[src/rtl/capture_pkg.sv]
// Shared definitions for the capture controller: FSM state encodings,
// record field offsets and the default record width.
package capture_pkg;

    typedef enum logic [1:0] {
        ST_IDLE  = 2'b00,
        ST_ARMED = 2'b01,
        ST_TRIG  = 2'b10,
        ST_DONE  = 2'b11
    } cap_state_t;

    localparam int DEFAULT_DW = 48;

    // Record layout
    localparam int CYC_LSB  = 0;
    localparam int CYC_W    = 4;
    localparam int TMO_BIT  = 4;
    localparam int DATA_LSB = 8;
    localparam int ADDR_LSB = 16;

    localparam int CNT_W = 16;

endpackage

[src/rtl/capture_ctrl_post_counter.sv]
// Post-trigger record counter: load, decrement, and a flag telling the
// controller that the next decrement brings the count to zero.
module post_counter
    import capture_pkg::*;
(
    input  logic             clock,
    input  logic             reset,
    input  logic             clear,
    input  logic             load,
    input  logic [CNT_W-1:0] load_value,
    input  logic             dec,
    output logic [CNT_W-1:0] count,
    output logic             one_left
);

    logic [CNT_W-1:0] count_next;

    // Load takes priority over clear so a record arriving with arm can
    // still load the counter against the freshly armed state.
    always_comb begin
        count_next = count;
        if (load) begin
            count_next = load_value;
        end else if (clear) begin
            count_next = '0;
        end else if (dec && (count != '0)) begin
            count_next = count - 1'b1;
        end
    end

    // Counter register
    always_ff @(posedge clock or negedge reset) begin
        if (!reset) begin
            count <= '0;
        end else begin
            count <= count_next;
        end
    end

    assign one_left = (count == CNT_W'(1));

endmodule

[src/rtl/capture_ctrl.sv]
// Capture controller: arms on request, forwards records to the ring buffer
// until POST_COUNT records after the trigger record, counts records
// discarded while idle or done.
// Optional feature: define CAPTURE_FILTER_EN to ignore records whose
// cycle type is not enabled in CYC_MASK.
module capture_ctrl
    import capture_pkg::*;
#(
    parameter int          DW         = DEFAULT_DW,
    parameter int          POST_COUNT = 512,
    parameter logic [15:0] CYC_MASK   = 16'hFFFF
) (
    input  logic          clock,
    input  logic          reset,
    input  logic          arm,
    input  logic          abort,
    input  logic [DW-1:0] in_data,
    input  logic          in_enable,
    input  logic          trigger,
    output logic [DW-1:0] out_data,
    output logic          out_enable,
    output logic [1:0]    state,
    output logic [15:0]   dropped
);

    cap_state_t       cur_state, nxt_state, eff_state;
    logic             rec_valid;
    logic             fwd;
    logic             cnt_clear, cnt_load, cnt_dec, one_left;
    logic             drop_inc, drop_clear;
    logic [CNT_W-1:0] post_cnt;

    function automatic logic [15:0] sat_inc(input logic [15:0] v);
        return (v == 16'hFFFF) ? v : v + 16'd1;
    endfunction

`ifdef CAPTURE_FILTER_EN
    assign rec_valid = in_enable & CYC_MASK[in_data[CYC_LSB +: CYC_W]];
`else
    assign rec_valid = in_enable;
`endif

    post_counter u_post_counter (
        .clock      (clock),
        .reset      (reset),
        .clear      (cnt_clear),
        .load       (cnt_load),
        .load_value (CNT_W'(POST_COUNT)),
        .dec        (cnt_dec),
        .count      (post_cnt),
        .one_left   (one_left)
    );

    // Next state: abort/arm first redefine the state the current record is
    // judged against, then the record itself is processed.
    always_comb begin
        nxt_state  = cur_state;
        eff_state  = cur_state;
        fwd        = 1'b0;
        cnt_clear  = 1'b0;
        cnt_load   = 1'b0;
        cnt_dec    = 1'b0;
        drop_inc   = 1'b0;
        drop_clear = 1'b0;
        if (abort) begin
            eff_state = ST_IDLE;
            nxt_state = ST_IDLE;
            cnt_clear = 1'b1;
        end else if (arm) begin
            eff_state  = ST_ARMED;
            nxt_state  = ST_ARMED;
            cnt_clear  = 1'b1;
            drop_clear = 1'b1;
        end
        if (rec_valid) begin
            case (eff_state)
                ST_ARMED: begin
                    fwd = 1'b1;
                    if (trigger) begin
                        cnt_load  = 1'b1;
                        nxt_state = (POST_COUNT == 0) ? ST_DONE : ST_TRIG;
                    end
                end
                ST_TRIG: begin
                    fwd     = 1'b1;
                    cnt_dec = 1'b1;
                    if (one_left || (post_cnt == '0)) begin
                        nxt_state = ST_DONE;
                    end
                end
                default: drop_inc = 1'b1;
            endcase
        end
    end

    // State register
    always_ff @(posedge clock or negedge reset) begin
        if (!reset) begin
            cur_state <= ST_IDLE;
        end else begin
            cur_state <= nxt_state;
        end
    end

    // Registered forward path to the ring buffer
    always_ff @(posedge clock or negedge reset) begin
        if (!reset) begin
            out_enable <= 1'b0;
            out_data   <= '0;
        end else begin
            out_enable <= fwd;
            if (fwd) begin
                out_data <= in_data;
            end
        end
    end

    // Saturating count of discarded records
    always_ff @(posedge clock or negedge reset) begin
        if (!reset) begin
            dropped <= '0;
        end else if (drop_clear) begin
            dropped <= '0;
        end else if (drop_inc) begin
            dropped <= sat_inc(dropped);
        end
    end

    assign state = cur_state;

endmodule

[config.mk]
export PLATFORM = sky130hd
export DESIGN_NAME = capture_ctrl
export DESIGN_NICKNAME = d
export VERILOG_FILES = /design/src/rtl/capture_pkg.sv /design/src/rtl/capture_ctrl_post_counter.sv /design/src/rtl/capture_ctrl.sv
export SDC_FILE = /design/constraint.sdc
export NUM_CORES = 1
export LEC_CHECK = 0
export ABC_AREA = 1
export CAP_MARGIN = 40
export CORE_MARGIN = 2
export CORE_UTILIZATION = 35
export DETAILED_ROUTE_END_ITERATION = 10
export SYNTH_ARGS = -nofsm -noshare
export SYNTH_HDL_FRONTEND = slang
export SYNTH_HIERARCHICAL = 1
export SYNTH_SLANG_ARGS = --single-unit
[constraint.sdc]
create_clock -name clock -period 2.6 [get_ports clock]
set_clock_uncertainty 0.2 [all_clocks]
set_input_delay 0.78 -clock clock [delete_from_list [all_inputs] [get_ports clock]]
set_output_delay 0.78 -clock clock [all_outputs]
set_load 0.1 [all_outputs]
==> flow_metrics.py <==
metrics = {
    "outcome": {
        "status": "completed",
    },
    "routing": {
        "final_antenna_net_count": 0,
        "drt_iter0_markers": 224,
        "drc_errors": 0,
        "vias": 4172,
        "drt_wl_total_um": 11790,
        "drt-wirelength-per-cell_um": 12.83,
        "vias_per_cell": 4.540,
        "drt_first_pass_iters": 4,
    },
    "global_routing": {
        "grt_usage_pct": 18.57,
        "gr-total-overflow": 0,
        "grt_start_max_net_pins": 50,
        "grt_first_pass_wirelength_um": 19540,
        "antenna_found_initial": 0,
        "busiest_layer": "met2",
        "grt_pass1_vias": 4084,
        "use_met2_pct": 28.85,
        "use_met1_pct": 24.03,
        "use_met3_pct": 6.067,
    },
    "final_layout": {
        "diodes": 0,
        "layout.nets": 805,
        "area_delta_synth_final_pct": 42.89,
        "nFillCells": 1151,
        "drive_above_1_share_pct": 18.77,
        "final_core_util_pct": 51.63,
    },
    "setup_path": {
        "crit_start": "arm",
        "reg2reg_to": "u_post_counter/count[0]",
        "critPathArrivalTime_ns": 2.32,
        "r2r_start": "u_post_counter/count[0]",
        "worstSetupEndpointType": "register",
        "r2r_cells": 9,
        "crit_path_start_kind": "primary input",
        "reg2reg_slack_ns": 0.64,
        "cp.required_ns": 2.69,
        "worstSetupPathType": "primary input to register",
        "worst-path-max-fanout": 4,
    },
    "pwr": {
        "cellLeakagePower_uw": 0.003222,
        "power.share.sequential_pct": 32.1,
        "power_frac_clock_pct": 26.7,
        "p_total_uw": 5005,
        "switchingPower_uw": 2304,
        "power.internal_uw": 2701,
        "swShare_pct": 46.03,
        "power_frac_comb_pct": 41.2,
        "power.density_nw_per_um2": 803.8,
        "peakVddDrop_uv": 611.9,
    },
    "place": {
        "io_buffers": 120,
        "place.gp.congestion": 0.8811,
        "hpwl_um": 8617,
    },
    "clock_network": {
        "clkSinkCount": 83,
        "cts_tree": "done",
        "htreeDepth": 3,
        "clockBufferDepth": 2,
        "clk_pin_slew_ns": 0.06,
        "post_cts_buffers": 0,
        "clock_latency_ns": 0.35,
        "cts_root_buf": "clkbuf_16",
        "cts-hold-fix-buffers": 0,
        "cts_made_buffers": 9,
    },
    "sta": {
        "finalCriticalPeriod_ns": 2.231,
        "timing.fmax_mhz": 448.1,
        "slew_viol_final": 0,
        "rsz0062_at_grt": "false",
        "setup_viol": 0,
        "period_share_pct": 85.82,
        "finalHoldViolCount": 0,
    },
    "hold_path": {
        "hold_path_class": "primary input to async pin",
    },
    "floorplan": {
        "die-area_um2": 13360,
        "die_w_um": 115.6,
        "start_util_pct": 36.13,
        "io-pin-count": 121,
        "rows": 40,
        "die_h_um": 115.6,
        "coreArea_um2": 12060,
    },
    "synthesis": {
        "yosys_warnings": 6,
        "syn_inst": 598,
        "synth_edf_count": 0,
        "async_flop_share_pct": 100.0,
        "synth_seq_cells": 83,
        "syn-cell-area_um2": 4358,
        "synth_top_flop_cell": "dfrtp_1",
        "ys_types": 27,
        "syn_area_per_cell_um2": 7.288,
        "ys_seq_area_share_pct": 47.66,
    },
    "job": {
        "drv_cap": 0,
    },
}
through the flow:
| stage | instance area (um^2) | TNS (ns) | instances | hold slack (ns) | setup WS, ns |
|---|---|---|---|---|---|
| after global placement | 5872 | -17.89 | 903 | 0.2550 | -0.3372 |
| after floorplan | 4410 | 0 | 612 | 0.2844 | 0.00006706 |
| final | 6227 | 0 | 919 | 0.01949 | 0.3686 |
| after detailed placement | 5872 | -19.39 | 903 | 0.2616 | -0.3549 |
| after global routing | 6227 | 0 | 919 | 0.01297 | 0.2312 |
| after CTS | 6182 | 0 | 919 | 0.005106 | 0.01400 |
what timing repair did:
action	4_1_cts	5_1_grt
pin swaps	1	2
hold endpoints to repair	0	0
gates resized for setup	1	17
setup endpoints to repair	1	31
metal layers:
metal | share of wire [%] | routed length [um] | up-vias
met5 | 0 | 0 | -
met4 | 1.8 | 208 | 0
met3 | 8.4 | 995 | 15
met2 | 46 | 5367 | 122
met1 | 44 | 5221 | 1900
li1 | - | - | 2135
power groups by stage:
stage	sequential (uW)	combinational (uW)	clock [uW]
3_5_place_dp	1620	2070	0
5_1_grt	1630	2190	1440
6_report	1610	2060	1340
2_1_floorplan	2680	452	0
4_1_cts	1610	2060	1370
3_3_place_gp	1620	2050	0
placed cells by master, fill, tap and decap left out, types with 9 or more instances in the layout:
cell and n:
buf_12 12, o21ai_0 12, clkbuf_16 9, clkdlybuf4s50_1 50, inv_1 32, buf_4 77, nand4_1 17, nand3_1 27
conb_1 16, nor2_1 56, dfrtp_1 83, nand2_1 290
state kept, by name, indices dropped and copies added, names as in the netlist:
| name | flops |
|---|---|
| out_data | 48 |
| dropped | 16 |
| u_post_counter/count | 16 |
| state | 2 |
| out_enable | 1 |
logic make-up (layout without fill, tap and decap cells):
kind of cell    Yosys count  after routing  share of synthesized area [%]
buf+inv                  56            195                          5.455
fa+ha+maj                 5              5                          1.436
other cells               2             16                         0.1723
compound gates           32             32                          4.335
flops                    83             83                          47.66
xor+xnor                  5              5                          1.005
simple gates            415            415                          39.94
worst max-delay path, stage by stage:
cell,delay [ns]
dlymetal6s2s_1,0.15
buf_4,0.13
inv_1,0.08
nand3_2,0.10
ha_4,0.19
nand2_2,0.08
nor2_4,0.04
nor2_4,0.18
inv_2,0.08
nor2_1,0.10
nand3_1,0.13
o21ai_1,0.15
nand2_1,0.06
nand2_1,0.06
worst max-delay path by stage:
stage | to | cells after the start
2_1_floorplan | u_post_counter/count[10] | 13
3_3_place_gp | u_post_counter/count[10] | 14
3_5_place_dp | u_post_counter/count[11] | 14
4_1_cts | u_post_counter/count[4] | 14
5_1_grt | u_post_counter/count[3] | 15
6_report | u_post_counter/count[11] | 14
Yosys cell counts, types with 5 or more instances:
cell      number  share of area, %
nand4_1       17               2.4
nand2_1      291                25
o21ai_1        5              0.57
xor2_1         5               1.0
o21ai_0       16               1.8
inv_1         35               3.0
nor2_4         5               1.3
ha_1           5               1.4
o21ai_2        5               1.0
clkbuf_1      10              0.86
dfrtp_1       83                48
nand3_1       28               3.2
nor2_1        59               5.1
layout make-up:
cell class	instances	area (um^2)	share of cell area, %
multi-input cells	473	2146	34.46
repair buffers	141	1344	21.58
flip-flops and latches	83	2077	33.35
inverters	38	142.6	2.291
clock buffers	9	225.2	3.617
clock inverters	7	82.58	1.326
well taps	168	210.2	3.376
No activity file was read; power rests on OpenSTA's default activity.
